`config.mk`:
```
export PLATFORM = sky130hd
export DESIGN_NAME = branch_resolve_unit
export DESIGN_NICKNAME = d
export VERILOG_FILES = /design/src/rtl/branch_resolve_unit.sv
export SDC_FILE = /design/constraint.sdc
export NUM_CORES = 1
export LEC_CHECK = 0
export CORE_AREA = 2 2 161 163
export CTS_CLUSTER_SIZE = 14
export DETAILED_ROUTE_END_ITERATION = 8
export DIE_AREA = 0 0 163 165
export PLACE_DENSITY = 0.95
export SLEW_MARGIN = 0
export SYNTH_ARGS = -nofsm -noshare
export SYNTH_HDL_FRONTEND = slang
export SYNTH_SLANG_ARGS = --single-unit
```
`constraint.sdc`:
```
create_clock -name clk -period 15 [get_ports clk]
set_input_delay 2.25 -clock clk [delete_from_list [all_inputs] [get_ports clk]]
set_output_delay 2.25 -clock clk [all_outputs]
set_load 0.005 [all_outputs]
```
`src/rtl/branch_resolve_unit.sv`:
```
// EX-stage branch resolution: direction/target check, predictor update
// FIFO, redirect/squash sequencing and branch performance counters.
module branch_resolve_unit #(
  parameter int PC_W       = 32,
  parameter int CTR_W      = 2,
  parameter int HIST_W     = 8,
  parameter int MODE       = 2,
  parameter int UPD_DEPTH  = 2,
  parameter int SQUASH_CYC = 2,
  parameter int PERF_W     = 32
) (
  input  logic              clk,
  input  logic              rst,
  input  logic              br_valid,
  input  logic              ex_stall,
  input  logic              uncond,
  input  logic              indirect,
  input  logic [1:0]        br_kind,
  input  logic              eq,
  input  logic              ge,
  input  logic [PC_W-1:0]   imm,
  input  logic [PC_W-1:0]   jalr_target,
  input  logic [PC_W-1:0]   pc_ex,
  input  logic              pred_taken,
  input  logic [PC_W-1:0]   pred_target,
  input  logic [CTR_W-1:0]  lctr,
  input  logic [CTR_W-1:0]  gctr,
  input  logic [CTR_W-1:0]  cctr,
  input  logic [HIST_W-1:0] lhist,
  input  logic [HIST_W-1:0] ghist,
  input  logic              upd_ready,
  output logic              upd_valid,
  output logic [PC_W-1:0]   upd_pc,
  output logic              upd_taken,
  output logic [CTR_W-1:0]  upd_lctr,
  output logic [CTR_W-1:0]  upd_gctr,
  output logic [CTR_W-1:0]  upd_cctr,
  output logic [HIST_W-1:0] upd_lhist,
  output logic [HIST_W-1:0] upd_ghist,
  output logic              stall_req,
  output logic              redirect,
  output logic [PC_W-1:0]   redirect_pc,
  output logic              squash,
  output logic [PERF_W-1:0] perf_br,
  output logic [PERF_W-1:0] perf_miss
);

  typedef enum logic [1:0] {IDLE, REDIR, SQUASH} state_t;

  typedef struct packed {
    logic [PC_W-1:0]   pc;
    logic              taken;
    logic [CTR_W-1:0]  lctr;
    logic [CTR_W-1:0]  gctr;
    logic [CTR_W-1:0]  cctr;
    logic [HIST_W-1:0] lhist;
    logic [HIST_W-1:0] ghist;
  } ent_t;

  localparam int AW = (UPD_DEPTH > 1) ? $clog2(UPD_DEPTH) : 1;
  localparam int CW = $clog2(UPD_DEPTH + 1);
  localparam int SW = $clog2(SQUASH_CYC + 1);

  state_t            state, state_nxt;
  logic [SW-1:0]     sq_cnt;
  ent_t              mem [UPD_DEPTH];
  ent_t              ent;
  logic [AW-1:0]     wr_ptr, rd_ptr;
  logic [CW-1:0]     count;
  logic              full, push, pop, acc;
  logic              cond, actual, mispredict, lok, gok;
  logic [PC_W-1:0]   actual_pc, redir_q;

  function automatic logic [CTR_W-1:0] sat(
    input logic [CTR_W-1:0] c, input logic up);
    if (up) return (&c) ? c : c + CTR_W'(1);
    else    return (|c) ? c - CTR_W'(1) : c;
  endfunction

  function automatic logic [AW-1:0] inc(input logic [AW-1:0] p);
    return (p == AW'(UPD_DEPTH - 1)) ? '0 : p + AW'(1);
  endfunction

  always_comb begin
    cond = 1'b0;
    unique case (br_kind)
      2'd0: cond = eq;
      2'd1: cond = !eq;
      2'd2: cond = !ge;
      2'd3: cond = ge;
      default: cond = 1'b0;
    endcase
  end

  assign actual    = uncond | cond;
  assign actual_pc = indirect ? jalr_target
                   : (actual ? pc_ex + imm : pc_ex + PC_W'(4));

  assign upd_valid  = (count != '0);
  assign full       = (count == CW'(UPD_DEPTH));
  assign stall_req  = br_valid & (state == IDLE) & full & !upd_ready;
  assign acc        = br_valid & !ex_stall & !stall_req & (state == IDLE);
  assign push       = acc;
  assign pop        = upd_valid & upd_ready;
  assign mispredict = acc & ((actual != pred_taken) |
                      (actual & pred_taken & (pred_target != actual_pc)));

  assign lok = (lctr[CTR_W-1] == actual);
  assign gok = (gctr[CTR_W-1] == actual);

  always_comb begin
    ent       = '0;
    ent.pc    = pc_ex;
    ent.taken = actual;
    ent.lctr  = (MODE == 1) ? lctr
              : (uncond ? '1 : sat(lctr, actual));
    ent.gctr  = (MODE == 0) ? gctr
              : (uncond ? '1 : sat(gctr, actual));
    ent.lhist = (MODE == 1) ? lhist : {lhist[HIST_W-2:0], actual};
    ent.ghist = (MODE == 0) ? ghist : {ghist[HIST_W-2:0], actual};
    ent.cctr  = cctr;
    // chooser drifts toward whichever predictor alone got it right
    if (MODE == 2) begin
      if (gok && !lok)      ent.cctr = sat(cctr, 1'b1);
      else if (lok && !gok) ent.cctr = sat(cctr, 1'b0);
    end
  end

  always_comb begin
    state_nxt = state;
    unique case (state)
      IDLE:    if (mispredict) state_nxt = REDIR;
      REDIR:   state_nxt = SQUASH;
      SQUASH:  if (sq_cnt == SW'(SQUASH_CYC - 1)) state_nxt = IDLE;
      default: state_nxt = IDLE;
    endcase
  end

  always_ff @(posedge clk) begin
    if (rst) begin
      state     <= IDLE;
      sq_cnt    <= '0;
      redir_q   <= '0;
      wr_ptr    <= '0;
      rd_ptr    <= '0;
      count     <= '0;
      perf_br   <= '0;
      perf_miss <= '0;
    end else begin
      state  <= state_nxt;
      sq_cnt <= (state == SQUASH) ? sq_cnt + SW'(1) : '0;
      if (mispredict) redir_q <= actual_pc;
      if (push) wr_ptr <= inc(wr_ptr);
      if (pop)  rd_ptr <= inc(rd_ptr);
      count     <= count + CW'(push) - CW'(pop);
      perf_br   <= perf_br + PERF_W'(acc);
      perf_miss <= perf_miss + PERF_W'(mispredict);
    end
  end

  always_ff @(posedge clk) begin
    if (push) mem[wr_ptr] <= ent;
  end

  assign upd_pc      = mem[rd_ptr].pc;
  assign upd_taken   = mem[rd_ptr].taken;
  assign upd_lctr    = mem[rd_ptr].lctr;
  assign upd_gctr    = mem[rd_ptr].gctr;
  assign upd_cctr    = mem[rd_ptr].cctr;
  assign upd_lhist   = mem[rd_ptr].lhist;
  assign upd_ghist   = mem[rd_ptr].ghist;

  assign redirect    = (state == REDIR);
  assign redirect_pc = (state == REDIR) ? redir_q : '0;
  assign squash      = (state == REDIR) | (state == SQUASH);

endmodule

```
==> results of run 1 <==
[worst max-delay path by stage]
| stage | start | endpoint | slack, ns | cells after the start |
|---|---|---|---|---|
| finish | pc_ex[7] | perf_miss[31]$_SDFF_PP0_ | 6.52 | 21 |
| global route | pc_ex[7] | perf_miss[31]$_SDFF_PP0_ | 6.32 | 21 |
| CTS | pc_ex[7] | perf_miss[31]$_SDFF_PP0_ | 6.76 | 21 |
| detailed placement | pc_ex[7] | perf_miss[31]$_SDFF_PP0_ | 6.27 | 21 |
| global placement | pc_ex[7] | perf_miss[31]$_SDFF_PP0_ | 6.37 | 21 |
| floorplan | br_kind[1] | perf_miss[31]$_SDFF_PP0_ | 7.45 | 29 |
[layout make-up]
class                           count  area share (%)
Timing Repair Buffer              326           17.95
Clock buffer                       31           3.366
Sequential cell                   211           29.44
Multi-Input combinational cell   1190           45.54
Tap cell                          330           2.300
Inverter                           43          0.9130
Clock inverter                      8          0.4460
Antenna cell                        3         0.04181
[cells in the final DEF (no fill, tap or decap), types with 30 or more instances in the layout]
cell type / Yosys / final
a21oi_1: 66 / 66
and2_1: 43 / 42
clkdlybuf4s50_1: 0 / 312
dfxtp_1: 105 / 104
edfxtp_1: 106 / 106
ha_1: 43 / 43
inv_1: 40 / 40
mux2_2: 61 / 61
mux2i_1: 30 / 30
nand2_1: 144 / 144
nand3_1: 60 / 60
nand4_1: 45 / 45
nor2_1: 127 / 126
o21ai_0: 47 / 47
xnor2_1: 41 / 41
xor2_1: 77 / 77
[per-layer routing]
layer	track usage, %	vias up	part of all wire [%]
li1	-	6227	-
met1	46.58	6680	37
met2	64.02	969	47
met3	7.785	185	11
met4	21.32	2	6.0
met5	0	-	0.025
[per-stage QoR]
stage          cells  instance area (µm²)
2_1_floorplan   1524                13940
3_3_place_gp    2100                17260
3_5_place_dp    2100                17260
4_1_cts         2139                17950
5_1_grt         2142                17950
6_report        2142                17950
[where the power goes]
group	internal, mW	leakage [nW]	switching [mW]
logic	0.255	4.39	0.288
registers	0.644	1.81	0.0126
clock network	0.300	0.339	0.228
[registers in the layout, indices dropped and copies added (netlist names), named ones only]
| register | count |
|---|---|
| rd_ptr | 1 |
| mem | 106 |
| state | 2 |
| perf_miss | 32 |
| wr_ptr | 1 |
| sq_cnt | 2 |
| perf_br | 32 |
| count | 2 |
| redir_q | 32 |
[worst max-delay path: stages]
cell and delay, ns:
clkdlybuf4s50_1 0.73, ha_1 0.56, nand2_1 0.10, o21ai_1 0.73
a211oi_1 0.30, a31oi_1 0.56, a21oi_1 0.30, xnor2_1 0.36
mux2_2 0.40, nand4bb_1 0.20, nor4_2 0.30, a31o_1 0.18
buf_4 0.30, inv_4 0.19, ha_1 0.24, and3_1 0.29
nor2b_1 0.24, and4_1 0.25, nand4_1 0.12, xor2_1 0.17
nor2_1 0.05
[cells by family after synthesis]
group | count (synthesis) | share of synthesized area [%]
simple gates | 611 | 22.78
buf+inv | 123 | 3.580
xor+xnor | 122 | 8.066
flops | 211 | 37.90
compound gates | 312 | 15.80
fa+ha+maj | 46 | 4.145
mux | 99 | 7.725
==> reports/qor.yml, run 1 <==
synth-main-ff-cell: "edfxtp_1"
crit_type: "in2reg"
reg2reg_to: "perf_miss[31]$_SDFF_PP0_"
via_per_inst: 6.565
hold_path_class: "reg2reg"
layout.nets: 2000
drive_above_1_share_pct: 7.297
cts_made_buffers: 22
post_cts_buffers: 0
clk_latency_ns: 0.51
fin_skew_ns: 0.007880
clock.fmax_mhz: 118.0
synthTopCellsByArea: "edfxtp_1 23%, dfxtp_1 15%, mux2_2 4.9%, xor2_1 4.8%, nand2_1 3.9%"
yosysMostFrequentCell: "nand2_1"
clock-root-buffer: "clkbuf_16"
ys_types: 93
synth_common_cells: "144 x nand2_1, 127 x nor2_1, 106 x edfxtp_1"
grt_pass1_wl_um: 78780
worst-r2r-cell-count: 15
syn_nets: 1730
r2r_setup_slack_ns: 10.68
clk_pin_slew_worst_paths_ns: 0.06
clock-sinks: 211
cp-end-kind: "flop"
worstPathRequired_ns: 15.36
die_height_um: 165
die_area_um2: 26900
async_reset_ff_share_pct: 0
pre_cts_slack_ns: 6.268
cts_tree: "yes"
htreeDepth: 1
area_growth_syn_to_layout_pct: 28.75
worst_slew_pin_slew_ns: 1.215
start_util_pct: 55.70
coreArea_um2: 25040
crit_path_max_fanout: 18
synth_edf_count: 106
vdd_ir_drop_max_v: 0.0001035
drt-total-wl_um: 52800
p_total_mw: 1.726
synth_top_area_share_pct: 22.83
slew_headroom_pct: 16.90
hpwlAfterDp_um: 38980
post-route-min-period_ns: 8.476
fp.dieW_um: 163
ys.warnings.count: 0
grt_pass1_vias: 13590
seq_area_um2: 5286
hold_start: "sq_cnt[0]$_SDFF_PP0_"
power-per-cell-area_nw_per_um2: 96.15
drv_cap: 0
wire_per_inst_um: 24.65
startpoint_type: "primary input"
numPortBuffers: 314
multi_input_area_um2: 8175
cts-hold-fix-buffers: 0
final-setup-viol-count: 0
drt_iter0_drc: 1901
grt_start_max_net_pins: 96
cts_resized: 0
postSynthCellCount: 1524
rows: 58
vias: 14060
whs_ns: 0.4348
setup_slack_ns: 6.524
synth_area_leader_cell: "edfxtp_1"
avgSynthCellArea_um2: 9.150
outcome: "finished, final reports clean"
critPathArrivalTime_ns: 8.84
io_pins: 317
finalCritPeriodShare_pct: 56.51
synth_area_um2: 13940
rsz0062_at_grt: "false"
fin_util_pct: 71.71
yosysSeqAreaShare_pct: 37.90
p_leak_nw: 6.542
first_pass_iters: 6
clk_path_buf_depth: 3
finalSetupTns_ns: 0
ant_nets: 0
drc: 0
holdPathEnd: "sq_cnt[0]$_SDFF_PP0_"
synth-seq-cells: 211
nFillCells: 1750
antenna_found_initial: 4
gp_congestion: 1.014
maxSlewViolCount: 0
hold_viol: 0
track_usage_pct: 38.38
whs_path_depth: 1
r2r_start: "state[1]$_SDFFE_PP0P_"
grt_overflow: 0
No activity file was read; power rests on OpenSTA's default activity.
==> run 2: changes to the inputs <==
Settings changed: CORE_AREA 2 2 161 163 to 2 2 176 178, DIE_AREA 0 0 163 165 to 0 0 178 180, PLACE_DENSITY 0.95 to 0.86.
Clock period 15 ns to 7.45 ns, I/O delays scaled along.
==> reports/qor.yml, run 2 (synthesized netlist as in run 1, its figures left out) <==
gp_congestion: 0.9587
startpoint_type: "primary input"
fin_skew_ns: 0.01021
swShare_pct: 29.59
cp_num_buf_inv: 2
finalCritPeriodShare_pct: 87.00
cts_resized: 0
finalSetupTns_ns: 0
placed_cell_area_um2: 17440
hpwlAfterDp_um: 37280
crit_type: "in2reg"
die_area_um2: 32040
layout_common_cells: "312 x clkdlybuf4s50_1, 144 x nand2_1, 126 x nor2_1"
drive_above_1_share_pct: 8.160
numPortBuffers: 314
rsz0062_at_grt: "false"
p_switching_mw: 1.072
largest_reg_flops: 106
area_growth_syn_to_layout_pct: 31.00
coreArea_um2: 30190
clock_power_share_pct: 33.9
grt_start_max_net_pins: 56
p_total_mw: 3.624
hold_path_class: "reg2reg"
vdd_ir_drop_max_v: 0.0001431
grt_pass1_wl_um: 74320
power-per-cell-area_nw_per_um2: 198.4
final_cell_area_um2: 18270
wire_per_inst_um: 22.06
p_leak_nw: 6.663
setup_slack_ns: 0.9683
cts-hold-fix-buffers: 0
clk_pin_slew_worst_paths_ns: 0.06
io_pins: 317
max_stage_delay_ns: 0.77
first_pass_iters: 7
clk_latency_ns: 0.54
fp.dieW_um: 178
fin_cells: 2226
die_height_um: 180
clock-sinks: 211
clock.fmax_mhz: 154.3
start_util_pct: 46.19
final-setup-viol-count: 0
crit_chain: "clkdlybuf4s50_1, ha_1, a21oi_1, o21ai_1, a2111oi_0, a211oi_1, a21oi_1, or2_2, o2111ai_1, or4_1, nor4_2, a31o_1, inv_4, ha_1, and3_1, nor2b_1, and4_1, nand4_1, xor2_1, nor2_1"
crit_path_max_fanout: 18
final_common_cell: "clkdlybuf4s50_1"
clk_path_buf_depth: 3
whs_ns: 0.4199
fin_util_pct: 60.51
slew_headroom_pct: 35.09
post-route-min-period_ns: 6.482
worst_slew_pin_slew_ns: 0.9705
nFillCells: 2501
pre_cts_slack_ns: 0.5435
grt_overflow: 0
rows: 64
antenna_found_initial: 6
pwr-share-seq_pct: 36.4
combPwrFrac_pct: 29.7
drt_iter0_drc: 1212
clock-root-buffer: "clkbuf_16"
ant_nets: 0
layout.nets: 2015
regMostFlops: "mem"
outcome: "finished, final reports clean"
drv_cap: 0
maxSlewViolCount: 0
critPathSlowestCell: "a211oi_1"
worstPathRequired_ns: 7.86
cp-end-kind: "flop"
critPathArrivalTime_ns: 6.89
post_cts_buffers: 0
via_per_inst: 6.064
crit_family: "compound AO/OA/AOI/OAI gates"
dp.cells: 2179
drt-total-wl_um: 49110
drc: 0
cts_tree: "yes"
track_usage_pct: 29.69
hold_viol: 0
grt_pass1_vias: 13180
htreeDepth: 1
cts_made_buffers: 24
p_int_mw: 2.551
vias: 13500
run 2: changes by cell type in the layout (fill, tap and decap cells not counted), moves of 2 or more:
cell,delta
clkbuf_16,+3
clkbuf_1,-3
clkinv_1,+3
clkinv_2,-3
buf_4,+13
bufinv_16,+2
run 2: layout make-up:
cell class	count	area [µm²]	area share, %
Sequential cell	211	5286	28.94
Inverter	43	163.9	0.8973
Timing Repair Buffer	339	3321	18.18
Multi-Input combinational cell	1190	8175	44.75
Clock buffer	31	668.1	3.658
Tap cell	396	495.5	2.712
Clock inverter	12	147.6	0.8082
Antenna cell	4	10.01	0.05479
run 2: worst reg2reg max path: stages, from the launching register on:
cell	delay, ns
dfxtp_1	0.34
inv_1	0.09
ha_1	0.29
nand2_1	0.09
nor3_1	0.50
o21ai_0	0.36
a31o_1	0.32
inv_4	0.24
ha_1	0.24
and3_1	0.39
nor2b_1	0.28
and4_1	0.31
nand4_1	0.13
xor2_1	0.16
nor2_1	0.05
run 2: path summary, 6_finish.rpt:
check,start,to,slack (ns),cells past startpoint
max,pc_ex[15],perf_miss[31]$_SDFF_PP0_,0.97,20
min,sq_cnt[0]$_SDFF_PP0_,sq_cnt[0]$_SDFF_PP0_,0.42,1
max reg2reg,state[1]$_SDFFE_PP0P_,perf_miss[31]$_SDFF_PP0_,3.53,14
min reg2reg,sq_cnt[0]$_SDFF_PP0_,sq_cnt[0]$_SDFF_PP0_,0.42,1
run 2: per-layer routing:
metal	routed length, µm	vias to the layer above	GRT usage [%]
li1	-	6244	-
met1	19230	6448	36.70
met2	23130	670	49.89
met3	4539	133	6.070
met4	2188	4	12.69
met5	27	-	0
run 2: power by group through the flow:
stage               logic [mW]  clock network (mW)  registers, mW
finish                    1.08                1.23           1.32
floorplan                0.595                   0           1.34
global route              1.15                1.29           1.33
CTS                       1.07                1.25           1.32
global placement          1.04                   0           1.34
detailed placement        1.06                   0           1.34
